**src/rtl/score_history_sched_if.sv**
```systemverilog
// Bus bundle between score_history_sched, its three requesters and the 8x13 score register file.
interface score_history_sched_if #(
    parameter int WIDTH = 13
);
    logic             clearReq;
    logic             scoreValid;
    logic [WIDTH-1:0] scoreData;
    logic             scoreReady;
    logic             dispReq;
    logic [2:0]       dispAddr;
    logic             dispAck;
    logic [WIDTH-1:0] dispData;
    logic [2:0]       ReadP;
    logic [WIDTH-1:0] registerDataP;
    logic [2:0]       WriteAddress;
    logic [WIDTH-1:0] registerLoadData;
    logic             registerLoad;
    logic [WIDTH-1:0] bestScore;
    logic             busy;

    modport slave (
        input  clearReq, scoreValid, scoreData, dispReq, dispAddr, registerDataP,
        output scoreReady, dispAck, dispData, ReadP, WriteAddress,
               registerLoadData, registerLoad, bestScore, busy
    );

    modport master (
        output clearReq, scoreValid, scoreData, dispReq, dispAddr, registerDataP,
        input  scoreReady, dispAck, dispData, ReadP, WriteAddress,
               registerLoadData, registerLoad, bestScore, busy
    );
endinterface

```
**src/rtl/score_history_sched.sv**
```systemverilog
// Sequencer/arbiter sharing the score register file between score submit, display read and clear.
// Best-score tracking is built only when SCORE_BEST_TRACK_EN is defined; otherwise bestScore is all-ones.
module score_history_sched #(
    parameter int WIDTH   = 13,
    parameter int PTR_MAX = 7
) (
    input  logic                 Clock,
    input  logic                 ResetN,
    score_history_sched_if.slave bus
);
    localparam logic [2:0]       PTR_MAX_C = 3'(PTR_MAX);
    localparam logic [WIDTH-1:0] BEST_INIT = {WIDTH{1'b1}};
    localparam logic [WIDTH-1:0] ZERO_W    = {WIDTH{1'b0}};

    typedef enum logic [2:0] {
        IDLE     = 3'd0,
        PTR_RD   = 3'd1,
        SCORE_WR = 3'd2,
        PTR_WR   = 3'd3,
        DISP_ACK = 3'd4,
        CLEAR    = 3'd5
    } state_t;

    state_t           state_r;
    logic [WIDTH-1:0] scoreLat_r;
    logic [WIDTH-1:0] wrData_r;
    logic [WIDTH-1:0] dispData_r;
    logic [2:0]       ptr_r;
    logic [2:0]       cnt_r;
    logic [2:0]       wrAddr_r;
    logic             regLoad_r;
    logic             dispAck_r;
    logic             busy_r;

    logic             isIdle_s;
    logic             clrGrant_s;
    logic             scoreGrant_s;
    logic             dispGrant_s;
    logic [2:0]       readP_s;
    logic [2:0]       ptrRd_s;

    function automatic logic [2:0] nextPtr(input logic [2:0] p);
        if (p == PTR_MAX_C) begin
            return 3'd1;
        end else begin
            return p + 3'd1;
        end
    endfunction

    // Fixed-priority grant decode, read-port steering and pointer recovery
    always_comb begin
        isIdle_s     = (state_r == IDLE);
        clrGrant_s   = isIdle_s & bus.clearReq;
        scoreGrant_s = isIdle_s & ~bus.clearReq & bus.scoreValid;
        dispGrant_s  = isIdle_s & ~bus.clearReq & ~bus.scoreValid & bus.dispReq;
        if (dispGrant_s) begin
            readP_s = bus.dispAddr;
        end else begin
            readP_s = 3'd0;
        end
        // An uninitialised file has pointer 0; start history at slot 1 instead.
        if (bus.registerDataP[2:0] == 3'd0) begin
            ptrRd_s = 3'd1;
        end else begin
            ptrRd_s = bus.registerDataP[2:0];
        end
    end

    // Main sequencer; all write-port and handshake outputs are registered here
    always_ff @(posedge Clock) begin
        if (!ResetN) begin
            state_r    <= IDLE;
            scoreLat_r <= ZERO_W;
            wrData_r   <= ZERO_W;
            dispData_r <= ZERO_W;
            ptr_r      <= 3'd0;
            cnt_r      <= 3'd0;
            wrAddr_r   <= 3'd0;
            regLoad_r  <= 1'b0;
            dispAck_r  <= 1'b0;
            busy_r     <= 1'b0;
        end else begin
            case (state_r)
                IDLE: begin
                    dispAck_r <= 1'b0;
                    if (clrGrant_s) begin
                        state_r   <= CLEAR;
                        cnt_r     <= 3'd0;
                        wrAddr_r  <= 3'd0;
                        wrData_r  <= {{(WIDTH-1){1'b0}}, 1'b1};
                        regLoad_r <= 1'b1;
                        busy_r    <= 1'b1;
                    end else if (scoreGrant_s) begin
                        state_r    <= PTR_RD;
                        scoreLat_r <= bus.scoreData;
                        regLoad_r  <= 1'b0;
                        busy_r     <= 1'b1;
                    end else if (dispGrant_s) begin
                        state_r    <= DISP_ACK;
                        dispData_r <= bus.registerDataP;
                        dispAck_r  <= 1'b1;
                        regLoad_r  <= 1'b0;
                        busy_r     <= 1'b1;
                    end else begin
                        regLoad_r <= 1'b0;
                        busy_r    <= 1'b0;
                    end
                end
                PTR_RD: begin
                    state_r   <= SCORE_WR;
                    ptr_r     <= ptrRd_s;
                    wrAddr_r  <= ptrRd_s;
                    wrData_r  <= scoreLat_r;
                    regLoad_r <= 1'b1;
                end
                SCORE_WR: begin
                    state_r   <= PTR_WR;
                    wrAddr_r  <= 3'd0;
                    wrData_r  <= {{(WIDTH-3){1'b0}}, nextPtr(ptr_r)};
                    regLoad_r <= 1'b1;
                end
                PTR_WR: begin
                    state_r   <= IDLE;
                    regLoad_r <= 1'b0;
                    busy_r    <= 1'b0;
                end
                DISP_ACK: begin
                    state_r   <= IDLE;
                    dispAck_r <= 1'b0;
                    busy_r    <= 1'b0;
                end
                CLEAR: begin
                    if (cnt_r == 3'd7) begin
                        state_r   <= IDLE;
                        cnt_r     <= 3'd0;
                        regLoad_r <= 1'b0;
                        busy_r    <= 1'b0;
                    end else begin
                        cnt_r     <= cnt_r + 3'd1;
                        wrAddr_r  <= cnt_r + 3'd1;
                        wrData_r  <= ZERO_W;
                        regLoad_r <= 1'b1;
                    end
                end
                default: begin
                    state_r   <= IDLE;
                    regLoad_r <= 1'b0;
                    dispAck_r <= 1'b0;
                    busy_r    <= 1'b0;
                end
            endcase
        end
    end

`ifdef SCORE_BEST_TRACK_EN
    logic [WIDTH-1:0] best_r;

    // Lowest non-zero stored score; back to all-ones on reset or clear grant
    always_ff @(posedge Clock) begin
        if (!ResetN) begin
            best_r <= BEST_INIT;
        end else if (clrGrant_s) begin
            best_r <= BEST_INIT;
        end else if ((state_r == SCORE_WR) && (scoreLat_r != ZERO_W) && (scoreLat_r < best_r)) begin
            best_r <= scoreLat_r;
        end else begin
            best_r <= best_r;
        end
    end

    assign bus.bestScore = best_r;
`else
    assign bus.bestScore = BEST_INIT;
`endif

    assign bus.scoreReady       = isIdle_s & ~bus.clearReq;
    assign bus.ReadP            = readP_s;
    assign bus.WriteAddress     = wrAddr_r;
    assign bus.registerLoadData = wrData_r;
    assign bus.registerLoad     = regLoad_r;
    assign bus.dispAck          = dispAck_r;
    assign bus.dispData         = dispData_r;
    assign bus.busy             = busy_r;
endmodule

```
**src/flat_wrapper.sv**
```systemverilog
// flat-port wrapper written by rule: the top's interface ports become plain ports
module score_history_sched_flat 
#(
    parameter int WIDTH   = 13,
    parameter int PTR_MAX = 7
)
  (Clock, ResetN, bus_clearReq, bus_scoreValid, bus_scoreData, bus_dispReq, bus_dispAddr, bus_registerDataP, bus_scoreReady, bus_dispAck, bus_dispData, bus_ReadP, bus_WriteAddress, bus_registerLoadData, bus_registerLoad, bus_bestScore, bus_busy);
  score_history_sched_if #(.WIDTH(WIDTH)) bus_i ();
  input  logic Clock;
  input  logic ResetN;
  input wire logic [$bits(bus_i.clearReq)-1:0] bus_clearReq;
  input wire logic [$bits(bus_i.scoreValid)-1:0] bus_scoreValid;
  input wire logic [$bits(bus_i.scoreData)-1:0] bus_scoreData;
  input wire logic [$bits(bus_i.dispReq)-1:0] bus_dispReq;
  input wire logic [$bits(bus_i.dispAddr)-1:0] bus_dispAddr;
  input wire logic [$bits(bus_i.registerDataP)-1:0] bus_registerDataP;
  output wire logic [$bits(bus_i.scoreReady)-1:0] bus_scoreReady;
  output wire logic [$bits(bus_i.dispAck)-1:0] bus_dispAck;
  output wire logic [$bits(bus_i.dispData)-1:0] bus_dispData;
  output wire logic [$bits(bus_i.ReadP)-1:0] bus_ReadP;
  output wire logic [$bits(bus_i.WriteAddress)-1:0] bus_WriteAddress;
  output wire logic [$bits(bus_i.registerLoadData)-1:0] bus_registerLoadData;
  output wire logic [$bits(bus_i.registerLoad)-1:0] bus_registerLoad;
  output wire logic [$bits(bus_i.bestScore)-1:0] bus_bestScore;
  output wire logic [$bits(bus_i.busy)-1:0] bus_busy;
  assign bus_i.clearReq = bus_clearReq;
  assign bus_i.scoreValid = bus_scoreValid;
  assign bus_i.scoreData = bus_scoreData;
  assign bus_i.dispReq = bus_dispReq;
  assign bus_i.dispAddr = bus_dispAddr;
  assign bus_i.registerDataP = bus_registerDataP;
  assign bus_scoreReady = bus_i.scoreReady;
  assign bus_dispAck = bus_i.dispAck;
  assign bus_dispData = bus_i.dispData;
  assign bus_ReadP = bus_i.ReadP;
  assign bus_WriteAddress = bus_i.WriteAddress;
  assign bus_registerLoadData = bus_i.registerLoadData;
  assign bus_registerLoad = bus_i.registerLoad;
  assign bus_bestScore = bus_i.bestScore;
  assign bus_busy = bus_i.busy;
  score_history_sched #(.WIDTH(WIDTH), .PTR_MAX(PTR_MAX)) u_core (.Clock(Clock), .ResetN(ResetN), .bus(bus_i));
endmodule
```
**config.mk**
```make
export PLATFORM = sky130hd
export DESIGN_NAME = score_history_sched_flat
export DESIGN_NICKNAME = d
export VERILOG_FILES = /design/src/rtl/score_history_sched_if.sv /design/src/rtl/score_history_sched.sv /design/src/flat_wrapper.sv
export SDC_FILE = /design/constraint.sdc
export NUM_CORES = 1
export LEC_CHECK = 0
export CAP_MARGIN = 0
export CORE_ASPECT_RATIO = 0.75
export CORE_MARGIN = 5
export CORE_UTILIZATION = 41
export CTS_CLUSTER_SIZE = 14
export DETAILED_ROUTE_END_ITERATION = 7
export PLACE_DENSITY = 0.74
export SYNTH_ARGS = -nofsm -noshare
export SYNTH_HDL_FRONTEND = slang
export SYNTH_SLANG_ARGS = --single-unit
```
**constraint.sdc**
```tcl
create_clock -name Clock -period 2.3 [get_ports Clock]
set_input_delay 0.46 -clock Clock [delete_from_list [all_inputs] [get_ports Clock]]
set_output_delay 0.46 -clock Clock [all_outputs]
set_load 0.01 [all_outputs]
```
# After elaboration in Yosys (flattened, before gate mapping)
# Cells that the tools add are included.
# word_totals
reg_bits	54
latchBits	0
mem_bits_rw	0
mem_bits_ro	0
inputBits	34
output_inout_bits	49
word_cells	72
memories	0
# classes
addsub	2
n_mul	0
n_div	0
n_lt_le_gt_ge	0
n_eq_ne	11
shift	0
muxes	27
n_bitwise	10
reduce_logical	12
# op_table
cell	n
$pmux W13 S4	1
$mux W3	10
$mux W13	2
$pmux W3 S4	2
$eq A3 B3 Y1 const B	4
$mux W1	8
$add A3 B1 Y3 const B	2
$eq A3 B2 Y1 const B	2
$logic_not A3 Y1	2
$pmux W3 S2	1
$reduce_and A2 Y1	3
$reduce_and A3 Y1	2
$and A1 B1 Y1	5
$not A1 Y1	5
$ne A2 B2 Y1 const B	2
$ne A4 B4 Y1 const B	1
$pmux W1 S4	1
$reduce_and A4 Y1	1
$reduce_bool A4 Y1	1
$reduce_or A4 Y1	1
$eq A3 B1 Y1 const B	1
$pmux W1 S3	1
$ne A2 B1 Y1 const B	1
$pmux W1 S2	1
2 further kinds	2

# Depth between registers and ports, before layout
# Gate-level depths: netlist of run 1.
# logic_depth
ltp_word	8
mapped_depth	6
mapped_depth_nobuf	5

# Worst setup path before layout of run 1
# OpenSTA, ideal clock, no wires.
# synth_timing
path_kind	input to output
startpoint	input port bus_clearReq
endpoint	output port bus_ReadP[0]
arrival_time_ns	1.386
required_ns	1.840
path_slack_ns	0.454
path_stages	5
path_buffers	2
path_cell_list	or4_1 buf_6 inv_6 buf_6 and3_1
# synth_between
elab_chain_cells	5
# synth_rtl
element	line	rtl
start: declaration	flat_wrapper.sv:11	input wire logic [$bits(bus_i.clearReq)-1:0] bus_clearReq;
$not A1 Y1	score_history_sched.sv:55	dispGrant_s = isIdle_s & ~bus.clearReq & ~bus.scoreValid & bus.dispReq;
$and A1 B1 Y1 (3 in series)	score_history_sched.sv:55	
$mux W3	score_history_sched.sv:56	if (dispGrant_s) begin
end: declaration	flat_wrapper.sv:20	output wire logic [$bits(bus_i.ReadP)-1:0] bus_ReadP;
# Every way passes these cells.

# Final worst setup path of run 1
# layout_timing
startpoint	input port bus_clearReq
endpoint	output port bus_ReadP[1]
# Same word-level chain as after synthesis.

==> load_flow_metrics.sql, run 1 <==
INSERT INTO impl_metrics (metric_group, metric, value, unit) VALUES
('logic_synthesis', 'synth_enable_flop_cells', '0', ''),
('setup_path', 'setup_cp_type', 'primary input to primary output', ''),
('logic_synthesis', 'postSynth.topFlopCell', 'sky130_fd_sc_hd__dfxtp_1', ''),
('clocking', 'clock_tree_from_tritoncts', 'yes', ''),
('setup_path', 'crit_required', '1.84', 'ns'),
('logic_synthesis', 'seq_area_frac_synth', '45.0', '%'),
('timing', 'timing.clock.skew', '0.00807', 'ns'),
('routing', 'residual_drc', '0', ''),
('clocking', 'htree_levels', '2', ''),
('logic_synthesis', 'synth.lib_cells_used.distinct', '42', ''),
('clocking', 'root_buffer', 'sky130_fd_sc_hd__clkbuf_8', ''),
('timing', 'layout_min_cycle_time', '2.20', 'ns'),
('job', 'maxCapViolCount', '0', ''),
('clocking', 'cts_made_buffers', '5', ''),
('setup_path', 'crit_path_cell_trace', 'dlygate4sd2_1, or4_4, inv_6, and3_1, clkdlybuf4s15_2', ''),
('routing', 'detailedRoute.firstIterationViolations', '89', ''),
('routing', 'avgViaCountPerCell', '5.22', ''),
('timing', 'period_utilisation_layout', '95.5', '%'),
('timing', 'transition_time_at_the_pin_with_the_least_slew_margin', '0.698', 'ns'),
('logic_synthesis', 'syn_inst', '271', ''),
('logic_synthesis', 'synth.yosys.warnings', '0', ''),
('timing', 'slew-limit-headroom', '53.4', '%'),
('logic_synthesis', 'netlist_top_cells_area', 'sky130_fd_sc_hd__dfxtp_1, sky130_fd_sc_hd__a21oi_1, sky130_fd_sc_hd__o21ai_0', ''),
('floorplanning', 'fp.coreArea', '5770', 'µm²'),
('cells_and_area', 'post_layout_nonfiller_instances', '421', ''),
('placement', 'routabilityCongestion', '0.794', ''),
('routing', 'antenna_left', '0', ''),
('routing', 'drt_first_pass_iters', '4', ''),
('grt', 'grt_max_degree', '28', ''),
('setup_path', 'crit_path_launch_type', 'primary input', ''),
('grt', 'wire_length_of_the_first_global_routing_pass', '9870', 'µm'),
('placement', 'io_buffer_count', '69', ''),
('clocking', 'cts.path.max_buffers', '2', ''),
('timing', 'fmaxAchievable', '455', 'MHz'),
('grt', 'busiest_layer', 'met2', ''),
('grt', 'track_usage', '15.8', '%'),
('clocking', 'clkTransAtPathRegs', '0.09', 'ns'),
('outcome', 'status', 'complete, no violations', ''),
('floorplanning', 'core.rowCount', '24', ''),
('setup_path', 'timing.critical_path.slowest_cell_delay', '0.53', 'ns'),
('placement', 'total_half_perimeter_wirelength_after_legalization_and_detailed_placement', '4330', 'µm'),
('logic_synthesis', 'synth_most_common_cell', 'sky130_fd_sc_hd__dfxtp_1', ''),
('routing', 'routed-via-count', '2197', ''),
('setup_path', 'path_max_fanout', '8', ''),
('grt', 'overflow', '0', ''),
('pwr', 'power', '2.31', 'mW'),
('setup_path', 'cp.arrival', '1.74', 'ns'),
('clocking', 'tritoncts_num_sinks', '54', ''),
('floorplanning', 'initial_utilization', '41.7', '%'),
('timing', 'setup_violations', '0', ''),
('cells_and_area', 'final_layout_size_suffix_gt1_share', '11.4', '%'),
('grt', 'global_route.usage.met3', '7.41', '%'),
('routing', 'totalWireLength', '6090', 'µm'),
('cells_and_area', 'finish.net_count', '380', ''),
('logic_synthesis', 'netlist_area', '2400', 'µm²'),
('placement', 'placed_cells', '411', ''),
('pwr', 'irDropWorstVdd', '0.340', 'mV'),
('floorplanning', 'die_width', '98.4', 'µm'),
('floorplanning', 'die_area', '7510', 'µm²'),
('logic_synthesis', 'ys_seq_elements', '54', ''),
('logic_synthesis', 'yosysTopAreaCellShare', '45.0', '%'),
('grt', 'first_global_vias', '2121', ''),
('setup_path', 'cp-end-kind', 'primary output', ''),
('timing', 'hold-worst-slack', '0.465', 'ns'),
('logic_synthesis', 'synth.largest_area_cell', 'sky130_fd_sc_hd__dfxtp_1', ''),
('timing', 'final-max-slew-violation-count', '0', ''),
('pwr', 'leakagePower', '1.21', 'nW'),
('pwr', 'total_power_per_unit_cell_area', '701', 'nW/µm²'),
('grt', 'global_routing_met2_resource_utilization', '24.4', '%'),
('logic_synthesis', 'most_numerous_cell_types_in_the_synthesized_netlist', 'sky130_fd_sc_hd__dfxtp_1, sky130_fd_sc_hd__a21oi_1, sky130_fd_sc_hd__o21ai_0, sky130_fd_sc_hd__nand3_1, sky130_fd_sc_hd__nand2_1', ''),
('cells_and_area', 'fin_util', '57.1', '%');
flip-flops by register name, indices dropped and copies added (netlist names):
name                         count
u_core.bus.dispData             13
u_core.bus.registerLoad          1
u_core.state_r                   3
u_core.ptr_r                     3
u_core.bus.WriteAddress          3
u_core.bus.registerLoadData     13
u_core.cnt_r                     3
u_core.scoreLat_r               13
u_core.bus.busy                  1
u_core.bus.dispAck               1
through the flow:
stage | area [µm²] | setup slack (ns)
after global placement | 3150 | -0.442
after detailed placement | 3150 | -0.424
after CTS | 3290 | 0.103
after floorplan | 2450 | 0.454
after global routing | 3290 | 0.0636
final | 3290 | 0.104
logic make-up after synthesis:
group / after synthesis / share of synthesized area, %
and+or+nand+nor: 76 / 17.0
adders and majority gates: 4 / 2.08
DFF: 54 / 45.0
other: 1 / 0.156
AOI/OAI and AO/OA: 92 / 23.8
muxes: 4 / 1.72
buffers and inverters: 40 / 10.4
repair_timing:
item	CTS	global route
setup endpoints to repair	4	0
buffers inserted	2	0
resized for setup	12	0
cell usage in the layout, fill, tap and decap left out, types with 2 or more instances in the layout:
cell type	instances
sky130_fd_sc_hd__clkdlybuf4s15_2	3
sky130_fd_sc_hd__nor3_1	5
sky130_fd_sc_hd__conb_1	13
sky130_fd_sc_hd__nand3_1	27
sky130_fd_sc_hd__nor2_1	2
sky130_fd_sc_hd__o21bai_1	2
sky130_fd_sc_hd__a21oi_1	34
sky130_fd_sc_hd__nand2b_1	5
sky130_fd_sc_hd__mux2i_1	3
sky130_fd_sc_hd__or3b_2	3
sky130_fd_sc_hd__o21a_1	2
sky130_fd_sc_hd__inv_6	2
sky130_fd_sc_hd__nand2_1	15
sky130_fd_sc_hd__nor2b_1	9
sky130_fd_sc_hd__clkdlybuf4s50_1	64
sky130_fd_sc_hd__o22ai_1	2
sky130_fd_sc_hd__a32o_1	12
sky130_fd_sc_hd__dlygate4sd2_1	2
sky130_fd_sc_hd__and3_1	3
sky130_fd_sc_hd__ha_1	4
sky130_fd_sc_hd__o21ai_0	30
sky130_fd_sc_hd__dfxtp_1	54
sky130_fd_sc_hd__buf_4	19
sky130_fd_sc_hd__a22o_1	2
sky130_fd_sc_hd__clkbuf_8	5
final cells by class:
| type | count | area, µm² |
|---|---|---|
| Clock buffer | 5 | 68.8 |
| Clock inverter | 3 | 47.5 |
| Fill cell | 537 | 2480 |
| Inverter | 3 | 16.3 |
| Multi-Input combinational cell | 189 | 1120 |
| Sequential cell | 54 | 1080 |
| Tap cell | 78 | 97.6 |
| Timing Repair Buffer | 89 | 855 |
where the power goes:
| group | internal (mW) | total (mW) | switching (mW) |
|---|---|---|---|
| clock network | 0.330 | 0.655 | 0.325 |
| logic | 0.292 | 0.617 | 0.325 |
| registers | 1.00 | 1.03 | 0.0337 |
final timing paths:
check | startpoint | to | slack [ns] | cells after the start
setup / recovery | bus_clearReq | bus_ReadP[1] | 0.10 | 5
hold / removal | u_core.bus.WriteAddress[1] | u_core.bus.WriteAddress[1] | 0.46 | 2
setup reg to reg | u_core.cnt_r[0] | u_core.bus.registerLoadData[2] | 0.48 | 6
hold reg to reg | u_core.bus.WriteAddress[1] | u_core.bus.WriteAddress[1] | 0.46 | 2
critical path, delay by kind of cell:
family	cells	cell delay (ns)
buffers and inverters	3	0.58
and+or+nand+nor	2	0.69
routing by layer:
layer | vias up | part of all wire [%]
met2 | 64 | 45
met3 | 4 | 8.4
met5 | - | 0
met4 | 0 | 0.64
met1 | 1033 | 45
li1 | 1096 | -
Power figures use the tool's default switching activity.
==> run 2, diff against run 1 <==
PLACE_DENSITY = 0.76   (was 0.74)
clock period = 1.8 ns   (was 2.3 ns; I/O delays follow)
==> run 2 against run 1 <==
Against the previous run:
- the flow now finishes with violations (negative setup slack)
- cell area rose by 2.8%
- power up 31%
- via count grew 2.5%
- largest power group unchanged
- critical path depth down 1
- sequential power rose by 28%
==> load_flow_metrics.sql, run 2 (synthesized netlist as in run 1, its figures left out) <==
INSERT INTO impl_metrics (metric_group, metric, value, unit) VALUES
('clocking', 'cts.path.max_buffers', '2', ''),
('cells_and_area', 'syn_to_final_growth', '40.6', '%'),
('cells_and_area', 'final_layout_size_suffix_gt1_share', '15.0', '%'),
('setup_path', 'path_max_fanout', '5', ''),
('placement', 'total_half_perimeter_wirelength_after_legalization_and_detailed_placement', '4400', 'µm'),
('floorplanning', 'design.portCount', '83', ''),
('routing', 'wire_per_inst', '15.3', 'µm'),
('timing', 'rsz0062_at_grt', 'true', ''),
('grt', 'grt_max_degree', '28', ''),
('timing', 'final-max-slew-violation-count', '0', ''),
('setup_path', 'crit_required', '1.44', 'ns'),
('routing', 'residual_drc', '0', ''),
('floorplanning', 'fp.coreArea', '5770', 'µm²'),
('floorplanning', 'die_width', '98.4', 'µm'),
('worst_hold_path', 'worstHoldPathType', 'flip-flop to flip-flop', ''),
('outcome', 'failed_checks', 'negative setup slack', ''),
('setup_path', 'critical_path.reg2reg.startpoint', 'u_core.cnt_r[0]', ''),
('job', 'maxCapViolCount', '0', ''),
('setup_path', 'crit_path_start', 'u_core.state_r[0]', ''),
('setup_path', 'cp_num_buf_inv', '2', ''),
('timing', 'setup_violations', '4', ''),
('setup_path', 'critPathTopFamily', 'simple AND/OR/NAND/NOR gates', ''),
('clocking', 'htree_levels', '2', ''),
('setup_path', 'r2r.worst_path.cells', '6', ''),
('outcome', 'status', 'finished with violations', ''),
('pwr', 'total_power_per_unit_cell_area', '892', 'nW/µm²'),
('grt', 'wire_length_of_the_first_global_routing_pass', '10300', 'µm'),
('pwr', 'net-switching-power', '0.902', 'mW'),
('cells_and_area', 'post_layout_nonfiller_instances', '425', ''),
('setup_path', 'crit_cells', '4', ''),
('setup_path', 'cp.arrival', '1.55', 'ns'),
('placement', 'placed_cells', '415', ''),
('worst_hold_path', 'worst_hold_path.num_cells', '2', ''),
('grt', 'track_usage', '16.2', '%'),
('placement', 'io_buffer_count', '69', ''),
('clocking', 'clkTransAtPathRegs', '0.10', 'ns'),
('cells_and_area', 'fin_util', '58.7', '%'),
('timing', 'setup_tns', '-0.387', 'ns'),
('setup_path', 'timing.critical_path.slowest_cell_delay', '0.56', 'ns'),
('clocking', 'cts_made_buffers', '5', ''),
('grt', 'first_global_vias', '2143', ''),
('floorplanning', 'die_area', '7510', 'µm²'),
('setup_path', 'crit_path_cell_trace', 'or4_4, clkinv_4, and3_4, buf_6', ''),
('pwr', 'leakagePower', '1.24', 'nW'),
('routing', 'totalWireLength', '6480', 'µm'),
('cells_and_area', 'finish.net_count', '384', ''),
('timing', 'fmaxAchievable', '524', 'MHz'),
('setup_path', 'setup.reg_to_reg.worst_slack', '0.01', 'ns'),
('timing', 'fin_ws', '-0.109', 'ns'),
('setup_path', 'timing.critical_path.slowest_stage_cell', 'sky130_fd_sc_hd__or4_4', ''),
('floorplanning', 'die_h', '76.3', 'µm'),
('pwr', 'sw_frac_of_total', '29.9', '%'),
('routing', 'routed-via-count', '2251', ''),
('clocking', 'clock_insertion_delay_worst_skew', '0.31', 'ns'),
('floorplanning', 'core.rowCount', '24', ''),
('timing', 'layout_min_cycle_time', '1.91', 'ns'),
('pwr', 'clkPwrFrac', '27.7', '%'),
('routing', 'avgViaCountPerCell', '5.30', ''),
('pwr', 'p_comb_share', '28.4', '%'),
('pwr', 'cellInternalPower', '2.12', 'mW'),
('setup_path', 'cp-end-kind', 'primary output', ''),
('cells_and_area', 'most-common-layout-cells', 'sky130_fd_sc_hd__clkdlybuf4s50_1, sky130_fd_sc_hd__dfxtp_1, sky130_fd_sc_hd__a21oi_1', ''),
('routing', 'detailedRoute.firstIterationViolations', '115', ''),
('cells_and_area', 'mostFrequentLayoutCell', 'sky130_fd_sc_hd__clkdlybuf4s50_1', ''),
('pwr', 'power.sequential.fraction', '43.9', '%'),
('placement', 'pre_cts_ws', '-0.689', 'ns'),
('grt', 'overflow', '0', ''),
('routing', 'drt_first_pass_iters', '4', ''),
('timing', 'hold_viol_final', '0', ''),
('setup_path', 'setup_cp_type', 'flip-flop to primary output', ''),
('timing', 'period_utilisation_layout', '106', '%'),
('clocking', 'hold_buffers', '0', ''),
('clocking', 'root_buffer', 'sky130_fd_sc_hd__clkbuf_8', ''),
('cells_and_area', 'n_antenna_cell', '0', ''),
('clocking', 'tritoncts_num_sinks', '54', ''),
('timing', 'timing.clock.skew', '0.0104', 'ns'),
('pwr', 'irDropWorstVdd', '0.456', 'mV'),
('floorplanning', 'initial_utilization', '41.7', '%'),
('setup_path', 'crit_path_launch_type', 'flip-flop', ''),
('routing', 'antenna_left', '0', ''),
('worst_hold_path', 'hold_path_startpoint', 'u_core.bus.WriteAddress[1]', ''),
('grt', 'grt_antenna_before_repair', '0', ''),
('placement', 'routabilityCongestion', '0.791', ''),
('clocking', 'clock_tree_from_tritoncts', 'yes', '');
[run 2: worst register-to-register path, cell delays in order (launching register included)]
cell and delay [ns]:
sky130_fd_sc_hd__dfxtp_2 0.33, sky130_fd_sc_hd__ha_2 0.19, sky130_fd_sc_hd__ha_4 0.16, sky130_fd_sc_hd__nand2b_4 0.14, sky130_fd_sc_hd__a221o_1 0.42, sky130_fd_sc_hd__clkbuf_16 0.21
sky130_fd_sc_hd__a32o_1 0.25
[run 2: worst paths after layout]
kind / end
hold / removal: u_core.bus.WriteAddress[1]
setup / recovery: bus_ReadP[1]
hold reg to reg: u_core.bus.WriteAddress[1]
setup reg to reg: u_core.bus.registerLoadData[4]
[run 2: cell type report]
type | count | area (µm²)
multi-input combinational | 189 | 1160
clock buffer | 5 | 68.8
tap | 78 | 97.6
sequential | 54 | 1080
timing repair buffer | 93 | 911
inverter | 3 | 16.3
clock inverter | 3 | 47.5
fill | 519 | 2380
[run 2: per-stage QoR]
step | hold slack, ns | area [µm²] | power (mW)
after floorplan | 0.436 | 2450 | 1.83
after global routing | 0.494 | 3380 | 3.17
final | 0.471 | 3380 | 3.02
after CTS | 0.473 | 3320 | 2.99
after detailed placement | 0.452 | 3200 | 2.14
after global placement | 0.441 | 3200 | 2.13
[run 2: what timing repair did]
action                     in CTS  in global routing
gates resized for setup        24                  7
setup endpoints to repair       4                 13
pin swaps                       3                  3
setup buffers                   0                  1
gates cloned                    0                  1
[run 2: power groups by stage]
stage | Clock [mW] | Combinational [mW] | Sequential [mW]
floorplan | 0 | 0.465 | 1.37
global placement | 0 | 0.784 | 1.34
detailed placement | 0 | 0.793 | 1.35
CTS | 0.858 | 0.805 | 1.32
global route | 0.905 | 0.929 | 1.33
finish | 0.837 | 0.856 | 1.32
[run 2: layer usage]
metal	up-vias	global-route usage [%]	share of wire, %
met3	4	5.22	7.3
met5	-	0	0
li1	1103	-	-
met1	1072	22.3	47
met2	72	24.6	45
met4	0	3.68	0.52
==> run 3, diff against run 2 <==
ABC_AREA = 1   (was unset)
CORE_MARGIN = 4   (was 5)
CORE_UTILIZATION = 40   (was 41)
PLACE_DENSITY = 0.75   (was 0.76)
==> run 3 against run 2 <==
Against the previous run:
- the run still ends with negative setup slack left
- synthesized cell count up 23%
- sequential cell count unchanged
- setup slack better by 0.080 ns
- wire length down 9.3%
- via count down 0.84%
- clock-buffer cell count up 1
- clock skew down 0.0057 ns
- register-to-register slack better by 0.21 ns
- cell area down 2.2%
- highest routed layer unchanged
==> load_flow_metrics.sql, run 3 <==
INSERT INTO impl_metrics (metric_group, metric, value, unit) VALUES
('logic_synthesis', 'postSynth.topFlopCell', 'sky130_fd_sc_hd__dfxtp_1', ''),
('worst_hold_path', 'worstHoldPathType', 'flip-flop to flip-flop', ''),
('setup_path', 'critical_path.reg2reg.startpoint', 'u_core.cnt_r[0]', ''),
('cells_and_area', 'mostFrequentLayoutCell', 'sky130_fd_sc_hd__nor2_1', ''),
('worst_hold_path', 'worst_hold_path.num_cells', '2', ''),
('timing', 'rsz0062_at_grt', 'true', ''),
('logic_synthesis', 'synth_enable_flop_cells', '0', ''),
('grt', 'overflow', '0', ''),
('setup_path', 'crit_required', '1.44', 'ns'),
('grt', 'first_global_vias', '2208', ''),
('logic_synthesis', 'ys_seq_elements', '54', ''),
('clocking', 'hold_buffers', '0', ''),
('floorplanning', 'fp.coreArea', '5530', 'µm²'),
('routing', 'residual_drc', '0', ''),
('timing', 'hold-worst-slack', '0.471', 'ns'),
('timing', 'setup_violations', '1', ''),
('grt', 'grt_max_degree', '45', ''),
('setup_path', 'timing.rr.end', 'u_core.bus.registerLoadData[1]', ''),
('clocking', 'clock_tree_from_tritoncts', 'yes', ''),
('floorplanning', 'core.rowCount', '23', ''),
('grt', 'track_usage', '17.7', '%'),
('routing', 'totalWireLength', '5880', 'µm'),
('clocking', 'clock_insertion_delay_worst_skew', '0.30', 'ns'),
('routing', 'avgViaCountPerCell', '4.54', ''),
('logic_synthesis', 'synth.yosys.warnings', '0', ''),
('timing', 'layout_min_cycle_time', '1.83', 'ns'),
('setup_path', 'cp.arrival', '1.47', 'ns'),
('logic_synthesis', 'yosys-mux-area-fraction', '0', '%'),
('clocking', 'tritoncts_num_sinks', '54', ''),
('clocking', 'cts.path.max_buffers', '2', ''),
('logic_synthesis', 'synth_top_family_by_area', 'simple AND/OR/NAND/NOR gates', ''),
('floorplanning', 'die_h', '74.4', 'µm'),
('timing', 'fmaxAchievable', '547', 'MHz'),
('routing', 'antenna_left', '0', ''),
('floorplanning', 'die_area', '7180', 'µm²'),
('setup_path', 'cp-end-kind', 'primary output', ''),
('logic_synthesis', 'netlist_top_cells_area', 'sky130_fd_sc_hd__dfxtp_1, sky130_fd_sc_hd__nor2_1, sky130_fd_sc_hd__nand2_1', ''),
('logic_synthesis', 'synth_xor_xnor_area_share', '0', '%'),
('logic_synthesis', 'syn-mean-instance-area', '7.06', 'µm²'),
('floorplanning', 'initial_utilization', '42.5', '%'),
('routing', 'routed-via-count', '2232', ''),
('cells_and_area', 'most-common-layout-cells', 'sky130_fd_sc_hd__nor2_1, sky130_fd_sc_hd__clkdlybuf4s50_1, sky130_fd_sc_hd__nand2_1', ''),
('logic_synthesis', 'yosysTopAreaCellShare', '46.0', '%'),
('clocking', 'htree_levels', '2', ''),
('timing', 'timing.clock.skew', '0.00471', 'ns'),
('logic_synthesis', 'synth_most_common_cell', 'sky130_fd_sc_hd__nor2_1', ''),
('logic_synthesis', 'most_numerous_cell_types_in_the_synthesized_netlist', 'sky130_fd_sc_hd__nor2_1, sky130_fd_sc_hd__nand2_1, sky130_fd_sc_hd__dfxtp_1, sky130_fd_sc_hd__o21ai_0, sky130_fd_sc_hd__inv_1', ''),
('worst_hold_path', 'hold_path_startpoint', 'u_core.bus.busy', ''),
('placement', 'routabilityCongestion', '0.852', ''),
('floorplanning', 'design.portCount', '83', ''),
('logic_synthesis', 'synth.lib_cells_used.distinct', '23', ''),
('routing', 'detailedRoute.firstIterationViolations', '87', ''),
('placement', 'pre_cts_ws', '-0.515', 'ns'),
('grt', 'wire_length_of_the_first_global_routing_pass', '9940', 'µm'),
('outcome', 'failed_checks', 'negative setup slack', ''),
('cells_and_area', 'final_layout_size_suffix_gt1_share', '11.5', '%'),
('logic_synthesis', 'synth_compound_gate_area_share', '10.4', '%'),
('cells_and_area', 'n_antenna_cell', '0', ''),
('placement', 'placed_cells', '481', ''),
('pwr', 'total_power_per_unit_cell_area', '1080', 'nW/µm²'),
('timing', 'setup_tns', '-0.0296', 'ns'),
('placement', 'total_half_perimeter_wirelength_after_legalization_and_detailed_placement', '4420', 'µm'),
('logic_synthesis', 'synth.largest_area_cell', 'sky130_fd_sc_hd__dfxtp_1', ''),
('setup_path', 'path_max_fanout', '4', ''),
('setup_path', 'crit_path_launch_type', 'flip-flop', ''),
('logic_synthesis', 'synth-async-reset-ratio', '0', '%'),
('cells_and_area', 'post_layout_nonfiller_instances', '492', ''),
('pwr', 'leakagePower', '1.52', 'nW'),
('outcome', 'status', 'finished with violations', ''),
('clocking', 'clkTransAtPathRegs', '0.09', 'ns'),
('clocking', 'root_buffer', 'sky130_fd_sc_hd__clkbuf_8', ''),
('routing', 'wire_per_inst', '11.9', 'µm'),
('cells_and_area', 'finish.net_count', '455', ''),
('logic_synthesis', 'synth_simple_gate_area_share', '30.5', '%'),
('timing', 'hold_viol_final', '0', ''),
('cells_and_area', 'syn_to_final_growth', '40.7', '%'),
('worst_hold_path', 'hold_crit_endpoint', 'u_core.bus.busy', ''),
('grt', 'grt_antenna_before_repair', '0', ''),
('logic_synthesis', 'seq_area_frac_synth', '46.0', '%'),
('setup_path', 'setup_cp_type', 'flip-flop to primary output', ''),
('timing', 'period_utilisation_layout', '102', '%'),
('job', 'maxCapViolCount', '0', ''),
('routing', 'drt_first_pass_iters', '4', ''),
('logic_synthesis', 'netlist_area', '2350', 'µm²'),
('logic_synthesis', 'syn_inst', '333', ''),
('logic_synthesis', 'synth_fa_ha_area_share', '2.13', '%'),
('timing', 'final-max-slew-violation-count', '0', ''),
('setup_path', 'setup.reg_to_reg.worst_slack', '0.22', 'ns'),
('setup_path', 'r2r.worst_path.cells', '8', ''),
('floorplanning', 'die_width', '96.5', 'µm'),
('timing', 'fin_ws', '-0.0296', 'ns'),
('pwr', 'irDropWorstVdd', '0.440', 'mV'),
('placement', 'io_buffer_count', '69', ''),
('clocking', 'cts_made_buffers', '5', '');
run 3: changes by cell type after synthesis, moves of 4 or more:
cell	before	now
sky130_fd_sc_hd__a32o_1	12	0
sky130_fd_sc_hd__nor2b_1	9	0
sky130_fd_sc_hd__nand2b_1	5	0
sky130_fd_sc_hd__nand3_1	27	17
sky130_fd_sc_hd__clkbuf_1	13	7
sky130_fd_sc_hd__a21oi_1	34	15
sky130_fd_sc_hd__buf_6	5	1
sky130_fd_sc_hd__nand2_1	15	62
sky130_fd_sc_hd__inv_1	1	20
sky130_fd_sc_hd__nor2_1	2	90
sky130_fd_sc_hd__nor3_1	5	0
run 3: through the flow:
step | power, mW | cell area (µm²) | util [%]
floorplan | 2.27 | 2400 | -
global placement | 2.91 | 3190 | 57.7
detailed placement | 2.93 | 3190 | 57.7
CTS | 3.58 | 3280 | 59.4
global route | 3.85 | 3310 | 59.9
finish | 3.57 | 3310 | 59.9
run 3: worst max-delay path: stages (launching register included):
cell and delay (ns):
sky130_fd_sc_hd__dfxtp_2 0.34, sky130_fd_sc_hd__nor2_4 0.12, sky130_fd_sc_hd__nand2_2 0.09, sky130_fd_sc_hd__nor3_4 0.23
sky130_fd_sc_hd__inv_2 0.09, sky130_fd_sc_hd__buf_6 0.13, sky130_fd_sc_hd__nor2_4 0.07, sky130_fd_sc_hd__buf_6 0.10
run 3: cell type report:
| class | count | area [µm²] |
|---|---|---|
| Clock inverter | 1 | 7.51 |
| Inverter | 24 | 90.1 |
| Timing Repair Buffer | 91 | 883 |
| Sequential cell | 54 | 1080 |
| Tap cell | 75 | 93.8 |
| Fill cell | 514 | 2220 |
| Multi-Input combinational cell | 241 | 1080 |
| Clock buffer | 6 | 72.6 |
run 3: what timing repair did:
| item | in CTS | in global routing |
|---|---|---|
| pin swaps | 1 | 3 |
| resized for setup | 23 | 5 |
| endpoints found under the setup margin | 5 | 16 |
| gates cloned | 0 | 0 |
| setup buffers | 3 | 1 |
run 3: how the worst max path moves through the flow:
| stage | startpoint | end | slack, ns |
|---|---|---|---|
| detailed placement | bus_scoreValid | bus_ReadP[2] | -0.52 |
| CTS | u_core.state_r[2] | bus_ReadP[2] | -0.05 |
| global route | u_core.state_r[0] | bus_ReadP[2] | -0.10 |
| floorplan | u_core.state_r[2] | bus_ReadP[0] | 0.25 |
| finish | u_core.state_r[0] | bus_ReadP[2] | -0.03 |
| global placement | bus_scoreValid | bus_ReadP[0] | -0.48 |
run 3: power breakdown:
part / leakage [nW] / internal [mW] / switching, mW
clock network: 0.0373 / 0.267 / 0.369
logic: 1.04 / 0.694 / 0.716
registers: 0.443 / 1.41 / 0.116
run 3: per-layer routing:
metal	track usage (%)	wire length, µm
met1	22.4	2650
met2	27.7	2580
met3	7.28	580
met5	0	0
met4	5.75	68
run 3: kinds of logic after synthesis:
group,after synthesis
adder cells (fa/ha/maj),4
buffers and inverters,50
other,1
AO/OA/AOI/OAI,48
flip-flops,54
AND/OR/NAND/NOR,176
